===== config.mk =====
export PLATFORM = sky130hd
export DESIGN_NAME = expr_string_tx
export DESIGN_NICKNAME = d
export VERILOG_FILES = /design/src/rtl/expr_pkg.sv /design/src/rtl/expr_char_enc.sv /design/src/rtl/expr_string_tx.sv
export SDC_FILE = /design/constraint.sdc
export NUM_CORES = 1
export LEC_CHECK = 0
export BUFFER_PORTS_ARGS = -buffer_cell sky130_fd_sc_hd__buf_2
export CAP_MARGIN = 20
export CORE_ASPECT_RATIO = 0.8
export CORE_MARGIN = 2
export CORE_UTILIZATION = 30
export DETAILED_ROUTE_END_ITERATION = 10
export PLACE_DENSITY = 0.47
export SYNTH_ARGS = -nofsm -noshare
export SYNTH_HDL_FRONTEND = slang
export SYNTH_HIERARCHICAL = 1
export SYNTH_SLANG_ARGS = --single-unit
export TNS_END_PERCENT = 20

===== constraint.sdc =====
create_clock -name clk -period 2.9 [get_ports clk]
set_clock_uncertainty 0.05 [all_clocks]
set_input_delay 0.58 -clock clk [delete_from_list [all_inputs] [get_ports clk]]
set_output_delay 0.58 -clock clk [all_outputs]
set_load 0.05 [all_outputs]

===== src/rtl/expr_pkg.sv =====
// Shared constants and state encoding for the expression-string link.
// The transmitter and the string-checker FSM both import this package.
package expr_pkg;

    localparam logic [7:0] ASCII_0    = 8'h30;
    localparam logic [7:0] ASCII_PLUS = 8'h2B;
    localparam logic [7:0] ASCII_MUL  = 8'h2A;

    typedef enum logic [1:0] {
        IDLE  = 2'd0,
        DIGIT = 2'd1,
        OP    = 2'd2
    } state_t;

endpackage


===== src/rtl/expr_char_enc.sv =====
// Maps a decimal digit or an operator bit to its ASCII byte.
// When sel=1 the op bit chooses between '*' (1) and '+' (0).
module expr_char_enc
    import expr_pkg::*;
(
    input  logic [3:0] digit,
    input  logic       op,
    input  logic       sel,
    output logic [7:0] code
);

    always_comb begin
        code = ASCII_0 + {4'h0, digit};
        if (sel) begin
            code = op ? ASCII_MUL : ASCII_PLUS;
        end
    end

endmodule


===== src/rtl/expr_string_tx.sv =====
// Expression-string transmitter: serialises latched digits/operators as
// ASCII D{(+|*)D}, one byte per accepted beat, with registered outputs.
module expr_string_tx
    import expr_pkg::*;
#(
    parameter int MAX_TERMS = 8,
    parameter int CNT_W     = $clog2(MAX_TERMS + 1)
) (
    input  logic                   clk,
    input  logic                   clr_n,
    input  logic                   start,
    input  logic [CNT_W-1:0]       term_cnt,
    input  logic [4*MAX_TERMS-1:0] digits,
    input  logic [MAX_TERMS-2:0]   ops,
    output logic [7:0]             out_data,
    output logic                   out_valid,
    input  logic                   out_ready,
    output logic                   out_last,
    output logic                   busy,
    output logic                   done,
    output logic                   err
);

    state_t                 state, state_nx;
    logic [CNT_W-1:0]       idx, idx_nx;
    logic [CNT_W-1:0]       n_q;
    logic [4*MAX_TERMS-1:0] digits_q;
    logic [MAX_TERMS-2:0]   ops_q;

    logic                   legal;
    logic                   load;
    logic                   beat;
    logic                   done_nx;
    logic                   err_nx;
    logic                   last_nx;
    logic [CNT_W-1:0]       n_src;
    logic [4*MAX_TERMS-1:0] digits_src;
    logic [MAX_TERMS-2:0]   ops_src;
    logic [3:0]             digit_sel;
    logic                   op_sel;
    logic [7:0]             code_nx;

    function automatic logic [3:0] pick_digit(input logic [4*MAX_TERMS-1:0] d,
                                              input logic [CNT_W-1:0]       i);
        logic [3:0] r;
        r = '0;
        for (int k = 0; k < MAX_TERMS; k++) begin
            if (i == CNT_W'(k)) r = d[4*k +: 4];
        end
        return r;
    endfunction

    function automatic logic pick_op(input logic [MAX_TERMS-2:0] o,
                                     input logic [CNT_W-1:0]     i);
        logic r;
        r = 1'b0;
        for (int k = 0; k < MAX_TERMS - 1; k++) begin
            if (i == CNT_W'(k)) r = o[k];
        end
        return r;
    endfunction

    // Only digits below the requested count are checked; the rest are don't-care.
    always_comb begin
        legal = 1'b1;
        if (term_cnt == '0 || term_cnt > CNT_W'(MAX_TERMS)) begin
            legal = 1'b0;
        end
        for (int k = 0; k < MAX_TERMS; k++) begin
            if (CNT_W'(k) < term_cnt && digits[4*k +: 4] > 4'd9) legal = 1'b0;
        end
    end

    assign beat = out_valid & out_ready;

    always_comb begin
        state_nx = state;
        idx_nx   = idx;
        load     = 1'b0;
        done_nx  = 1'b0;
        err_nx   = 1'b0;
        case (state)
            IDLE: begin
                if (start) begin
                    if (legal) begin
                        load     = 1'b1;
                        idx_nx   = '0;
                        state_nx = DIGIT;
                    end else begin
                        err_nx = 1'b1;
                    end
                end
            end
            DIGIT: begin
                if (beat) begin
                    if (idx == n_q - CNT_W'(1)) begin
                        state_nx = IDLE;
                        done_nx  = 1'b1;
                    end else begin
                        state_nx = OP;
                    end
                end
            end
            OP: begin
                if (beat) begin
                    idx_nx   = idx + CNT_W'(1);
                    state_nx = DIGIT;
                end
            end
            default: state_nx = IDLE;
        endcase
    end

    // Outputs are precomputed from next-cycle state so every output is a flop;
    // on a load the fresh inputs are encoded before they land in the latch.
    assign n_src      = load ? term_cnt : n_q;
    assign digits_src = load ? digits   : digits_q;
    assign ops_src    = load ? ops      : ops_q;
    assign digit_sel  = pick_digit(digits_src, idx_nx);
    assign op_sel     = pick_op(ops_src, idx_nx);
    assign last_nx    = (state_nx == DIGIT) && (idx_nx == n_src - CNT_W'(1));

    expr_char_enc u_enc (
        .digit (digit_sel),
        .op    (op_sel),
        .sel   (state_nx == OP),
        .code  (code_nx)
    );

    always_ff @(posedge clk) begin
        if (!clr_n) begin
            state     <= IDLE;
            idx       <= '0;
            n_q       <= '0;
            digits_q  <= '0;
            ops_q     <= '0;
            out_valid <= 1'b0;
            out_data  <= '0;
            out_last  <= 1'b0;
            busy      <= 1'b0;
            done      <= 1'b0;
            err       <= 1'b0;
        end else begin
            state     <= state_nx;
            idx       <= idx_nx;
            if (load) begin
                n_q      <= term_cnt;
                digits_q <= digits;
                ops_q    <= ops;
            end
            out_valid <= (state_nx != IDLE);
            out_data  <= (state_nx != IDLE) ? code_nx : 8'h00;
            out_last  <= last_nx;
            busy      <= (state_nx != IDLE);
            done      <= done_nx;
            err       <= err_nx;
        end
    end

endmodule


==> results.sh, run 1 <==
export IMPL_syn_instance_count=372
export IMPL_worstSetupPathType="flop to flop"
export IMPL_async_flop_share_pct=0
export IMPL_place_area_sq_um=4090
export IMPL_timing_fmax_ghz=0.376
export IMPL_die_width_um=121
export IMPL_final_antenna_net_count=0
export IMPL_yosysUniqueCellTypes=54
export IMPL_cp_max_fo=6
export IMPL_clk_latency_ns=0.33
export IMPL_fin_crit_ns=2.66
export IMPL_hold_violations=0
export IMPL_status="finished, final reports clean"
export IMPL_critPathRequiredTime_ns=3.07
export IMPL_synth_xor_area_share_pct=3.47
export IMPL_seq_area_frac_synth_pct=37.2
export IMPL_final_setup_viol_count=0
export IMPL_numPortBuffers=59
export IMPL_fillCellCount=1129
export IMPL_dieArea_sq_um=11800
export IMPL_cts_sinks=61
export IMPL_syn_area_sq_um=3280
export IMPL_rows=34
export IMPL_crit_arrival_ns=2.83
export IMPL_synthAdderAreaFrac_pct=1.14
export IMPL_rsz0062_at_grt="no"
export IMPL_gp_congestion=0.801
export IMPL_drive_above_1_share_pct=31.3
export IMPL_overflow=0
export IMPL_routedWlPerCell_um=14.6
export IMPL_timing_hold_ws_ns=0.450
export IMPL_antenna_found_initial=0
export IMPL_timing_final_ws_setup_ns=0.240
export IMPL_drc_errors=0
export IMPL_die_h_um=97.5
export IMPL_synth_top_area_cell="dfxtp_1"
export IMPL_synth_area_mux_share_pct=16.6
export IMPL_clkTransAtPathRegs_ns=0.05
export IMPL_fin_nets=527
export IMPL_synth_edff_count=0
export IMPL_pre_cts_ws_ns=-0.250
export IMPL_cts_buffers=9
export IMPL_yosys_area_share_simple_pct=24.3
export IMPL_synth_top_family_by_area="simple AND/OR/NAND/NOR gates"
export IMPL_yosysWarnings=6
export IMPL_grt_pass1_wl_um=14900
export IMPL_ir_drop_v=0.000242
export IMPL_htree_levels=3
export IMPL_yosysTopAreaCellShare_pct=37.2
export IMPL_ys_top_cells_by_area="dfxtp_1 37%, mux2i_1 14%, nor2b_1 6.7%"
export IMPL_synth_most_common_cell="dfxtp_1"
export IMPL_cts_tree="built"
export IMPL_ctsResizeCount=0
export IMPL_endpoint_kind="flop"
export IMPL_synth_common_cells="61 x dfxtp_1, 45 x mux2i_1, 35 x nor2b_1"
export IMPL_io_pins=60
export IMPL_start_util_pct=30.5
export IMPL_core_area_sq_um=10800
export IMPL_slew_viol_final=0
export IMPL_grt_max_degree=49
export IMPL_multi_input_area_sq_um=1900
export IMPL_cts_root_buf="clkbuf_16"
export IMPL_power_density_nw_per_um2=481
export IMPL_min_path_type="flop to flop"
export IMPL_worst_setup_path_start_kind="flop"
export IMPL_synth_avg_cell_area_sq_um=8.82
export IMPL_grt_usage_pct=16.4
export IMPL_clk_path_buf_depth=2
export IMPL_post_cts_repair_setup_buffers=0
export IMPL_synth_compound_area_share_pct=11.9
export IMPL_via_count=2947
export IMPL_post_dp_hpwl_um=7130
export IMPL_drt_iter0_markers=133
export IMPL_first_pass_iters=4
export IMPL_drt_vias_per_instance=4.72
export IMPL_grt_pass1_vias=2885
export IMPL_p_leak_nw=2.13
export IMPL_synth_ff_type="dfxtp_1"
export IMPL_area_growth_pct=33.3
export IMPL_holdBufCountCts=0
export IMPL_period_share_pct=91.7
export IMPL_seqCellArea_sq_um=1220
export IMPL_num_antenna_cells=0
export IMPL_design_area_sq_um=4370
export IMPL_ys_seq_elements=61
export IMPL_routed_wl_um=9130
export IMPL_drv_cap=0
[cell usage in the layout, fill, tap and decap left out, drive strengths merged, types with 3 or more instances in the layout]
| master | Yosys | final |
|---|---|---|
| o22ai | 5 | 5 |
| nand3 | 12 | 12 |
| buf | 17 | 119 |
| a21boi | 3 | 3 |
| xnor2 | 9 | 9 |
| inv | 7 | 7 |
| conb | 2 | 3 |
| dfxtp | 61 | 61 |
| nor3 | 16 | 16 |
| xor2 | 4 | 4 |
| or2 | 3 | 3 |
| a21oi | 18 | 18 |
| ha | 3 | 3 |
| o21ai | 17 | 17 |
| nand2b | 3 | 3 |
| nor3b | 3 | 3 |
| nor2b | 35 | 35 |
| and2 | 13 | 13 |
| a311oi | 4 | 4 |
| clkbuf | 9 | 12 |
| nor2 | 12 | 12 |
| a31oi | 4 | 4 |
| mux2 | 7 | 7 |
| nand2 | 35 | 35 |
| mux2i | 46 | 46 |
| and3 | 3 | 3 |
[routing by layer]
metal / GRT usage, % / vias up / routed length [um]
met2: 24.3 / 86 / 3940
met5: 0 / - / 0
met4: 4.56 / 0 / 72
met1: 23.4 / 1351 / 4680
met3: 4.34 / 9 / 436
li1: - / 1501 / -
[state kept, by name (all words and copies together) (netlist names)]
signal / count
state: 2
done: 1
err: 1
out_data: 8
digits_q: 32
out_last: 1
n_q: 4
idx: 4
ops_q: 7
busy: 1
[where the power goes]
group	leakage [nW]	total, W	switching [W]	internal [W]
registers	0.492	0.000861	0.00000797	0.000853
logic	1.50	0.000198	0.0000990	0.0000993
clock network	0.139	0.00104	0.000367	0.000677
total	2.13	0.00210	0.000474	0.00163
[cell type report]
class / count / area share (%)
Inverter: 7 / 0.601
Sequential cell: 61 / 27.9
Tap cell: 144 / 4.12
Clock inverter: 2 / 0.801
Clock buffer: 12 / 5.64
Multi-Input combinational cell: 279 / 43.5
Timing Repair Buffer: 119 / 17.4
[cells by family (layout without fill, tap and decap cells)]
logic type / Yosys count / after routing
compound gates: 62 / 62
xor+xnor: 13 / 13
fa+ha+maj: 3 / 3
buf+inv: 33 / 140
flops: 61 / 61
mux: 53 / 53
other cells: 2 / 3
simple gates: 145 / 145
[worst max-delay path: stages, from the launching register on]
cell      delay (ns)
dfxtp_1         0.42
and4b_2         0.34
buf_4           0.15
nand2_2         0.08
and2_1          0.20
buf_4           0.17
mux2i_1         0.22
nor3_1          0.09
a311oi_1        0.33
buf_4           0.17
o22ai_1         0.07
nor2b_1         0.12
and2_1          0.13
[final timing paths]
path,to,slack [ns],depth (start not counted),from
worst max-delay path,out_data[2]$_SDFF_PN0_,0.24,12,busy$_SDFF_PN0_
worst min-delay path,n_q[3]$_SDFF_PN0_,0.45,2,n_q[3]$_SDFF_PN0_
worst max register to register,out_data[2]$_SDFF_PN0_,0.24,12,busy$_SDFF_PN0_
worst min register to register,n_q[3]$_SDFF_PN0_,0.45,2,n_q[3]$_SDFF_PN0_
[through the flow]
stage	utilization, %	setup TNS [ns]	power [W]	std cells
floorplan	-	0	0.000983	373
global placement	38.0	-0.772	0.00108	610
detailed placement	38.0	-0.870	0.00108	610
CTS	40.6	0	0.00213	624
global route	40.6	0	0.00219	624
finish	40.6	0	0.00210	624
Power figures use the tool's default switching activity.
==> inputs of run 2 (changes only) <==
Settings changed: CELL_PAD_IN_SITES_DETAIL_PLACEMENT from default to 2, CELL_PAD_IN_SITES_GLOBAL_PLACEMENT from default to 2, PLACE_DENSITY 0.47 to 0.72.
==> run 2 against run 1 <==
Design area is 1.0% higher; sequential power is essentially flat; fmax is 4.4% lower; sequential share of layout area down 0.28 points; critical path type is now input pin to flop; hold slack improved by 0.0087 ns; cell count increased by 0.32%; power is essentially flat; die area unchanged.
==> results.sh, run 2 (same netlist as run 1, synthesis figures left out) <==
export IMPL_critPathBufInv=2
export IMPL_power_w=0.00210
export IMPL_clk_path_buf_depth=2
export IMPL_routed_wl_um=11300
export IMPL_min_path_type="input pin to flop"
export IMPL_start_util_pct=30.5
export IMPL_fin_crit_ns=2.78
export IMPL_reg2reg_from="busy$_SDFF_PN0_"
export IMPL_cts_tree="built"
export IMPL_clkTransAtPathRegs_ns=0.05
export IMPL_timing_final_ws_setup_ns=0.117
export IMPL_drv_cap=0
export IMPL_clk_latency_ns=0.33
export IMPL_holdBufCountCts=0
export IMPL_final_antenna_net_count=0
export IMPL_worstSetupPathType="input pin to flop"
export IMPL_via_count=3079
export IMPL_routedWlPerCell_um=18.0
export IMPL_max_stage_delay_ns=0.43
export IMPL_status="finished, final reports clean"
export IMPL_largest_register_ffs=32
export IMPL_drt_vias_per_instance=4.92
export IMPL_drt_iter0_markers=102
export IMPL_drc_errors=0
export IMPL_power_density_nw_per_um2=476
export IMPL_grt_max_degree=49
export IMPL_r2r_end="out_data[3]$_SDFF_PN0_"
export IMPL_grt_pass1_wl_um=18400
export IMPL_cp_depth=11
export IMPL_top_register="digits_q"
export IMPL_cts_sinks=61
export IMPL_overflow=0
export IMPL_ir_drop_v=0.000299
export IMPL_io_pins=60
export IMPL_crit_arrival_ns=2.96
export IMPL_rrSetupSlack_ns=0.16
export IMPL_design_area_sq_um=4420
export IMPL_rows=34
export IMPL_final_setup_viol_count=0
export IMPL_cts_buffers=9
export IMPL_rsz0062_at_grt="yes"
export IMPL_antenna_found_initial=0
export IMPL_crit_top_cell="o22ai_1"
export IMPL_place_area_sq_um=4110
export IMPL_core_area_sq_um=10800
export IMPL_cts_root_buf="clkbuf_16"
export IMPL_htree_levels=3
export IMPL_hold_violations=0
export IMPL_grt_pass1_vias=3440
export IMPL_crit_end="out_data[3]$_SDFF_PN0_"
export IMPL_cp_max_fo=20
export IMPL_fillCellCount=1202
export IMPL_die_width_um=121
export IMPL_critical_path_startpoint="term_cnt[3]"
export IMPL_cpLargestDelayFamily="compound AO/OA/AOI/OAI gates"
export IMPL_final_common_cell="dfxtp_1"
export IMPL_fin_nets=528
export IMPL_final_cell_mix="61 x dfxtp_1, 59 x buf_2, 58 x buf_4"
export IMPL_gp_congestion=0.798
export IMPL_p_leak_nw=2.12
export IMPL_slew_viol_final=0
export IMPL_reg2regPathDepth=11
export IMPL_period_share_pct=96.0
export IMPL_num_antenna_cells=0
export IMPL_dieArea_sq_um=11800
export IMPL_grt_usage_pct=20.4
export IMPL_top_regs="digits_q x32, out_data x8, ops_q x7"
export IMPL_worst_setup_path_start_kind="input pin"
export IMPL_endpoint_kind="flop"
export IMPL_first_pass_iters=4
export IMPL_area_growth_pct=34.6
export IMPL_path_cells="buf_2 > nor4b_4 > o22ai_1 > o32ai_2 > and3_4 > buf_12 > nand2_1 > a311oi_1 > o22ai_1 > or2_1 > and2_1"
export IMPL_crit_slowest_cell="a311oi_1"
export IMPL_numPortBuffers=59
export IMPL_timing_fmax_ghz=0.359
export IMPL_die_h_um=97.5
export IMPL_post_dp_hpwl_um=8440
export IMPL_drive_above_1_share_pct=32.4
export IMPL_critPathRequiredTime_ns=3.08
export IMPL_pre_cts_ws_ns=-0.284
run 2: cell types whose count changed in the layout (fill, tap and decap cells not counted):
cell       previous run  this run
o21ai_1               1         0
o21ai_0              15        16
buf_12                1         2
mux2i_1              45        42
bufinv_16             1         0
mux2i_2               1         4
a311oi_1              4         3
a311oi_2              0         1
nor4b_4               0         1
clkbuf_8              1         3
nor4b_2               1         0
run 2: what timing repair did:
action | in CTS | in global routing
resized for setup | 1 | 6
endpoints found under the setup margin | 1 | 5
buffers inserted | 0 | 0
run 2: final cells by class:
| class | count | area [sq um] | area share, % |
|---|---|---|---|
| multi-input cells | 279 | 1930 | 43.7 |
| repair buffers | 120 | 782 | 17.7 |
| flip-flops and latches | 61 | 1220 | 27.6 |
| clock buffers | 14 | 274 | 6.20 |
| inverters | 7 | 26.3 | 0.595 |
| well taps | 144 | 180 | 4.08 |
| clock inverters | 1 | 5.00 | 0.113 |
run 2: how the worst min path moves through the flow:
stage | depth (start not counted) | endpoint | startpoint
after floorplan | 2 | n_q[3]$_SDFF_PN0_ | n_q[3]$_SDFF_PN0_
after global placement | 2 | n_q[3]$_SDFF_PN0_ | n_q[3]$_SDFF_PN0_
after detailed placement | 2 | n_q[3]$_SDFF_PN0_ | n_q[3]$_SDFF_PN0_
after CTS | 3 | ops_q[6]$_SDFF_PN0_ | ops[6]
after global routing | 3 | ops_q[6]$_SDFF_PN0_ | ops[6]
final | 3 | ops_q[6]$_SDFF_PN0_ | ops[6]
run 2: report_power, final:
group	internal, W	switching (W)	leakage [nW]	total (W)
registers	0.000853	0.00000828	0.492	0.000861
logic	0.000107	0.000111	1.49	0.000218
clock network	0.000642	0.000380	0.139	0.00102
run 2: per-stage QoR:
step	util, %	hold WS [ns]	setup TNS [ns]	instances
2_1_floorplan	-	0.407	0	373
3_3_place_gp	38.2	0.442	-0.593	611
3_5_place_dp	38.2	0.456	-1.09	611
4_1_cts	40.8	0.450	0	626
5_1_grt	41.0	0.456	-0.0330	626
6_report	41.0	0.458	0	626
run 2: routing by layer:
layer  track usage (%)  part of all wire (%)
met5                 0                     0
met4              6.17                   1.6
met3              4.23                   3.7
met2              34.1                    48
met1              26.3                    47
run 2: worst reg2reg max path, delay by kind of cell, from the launching register on:
family          cells  cell delay (ns)
simple gates        6             1.08
mux                 1             0.30
buf+inv             2             0.31
flops               1             0.33
compound gates      2             0.57
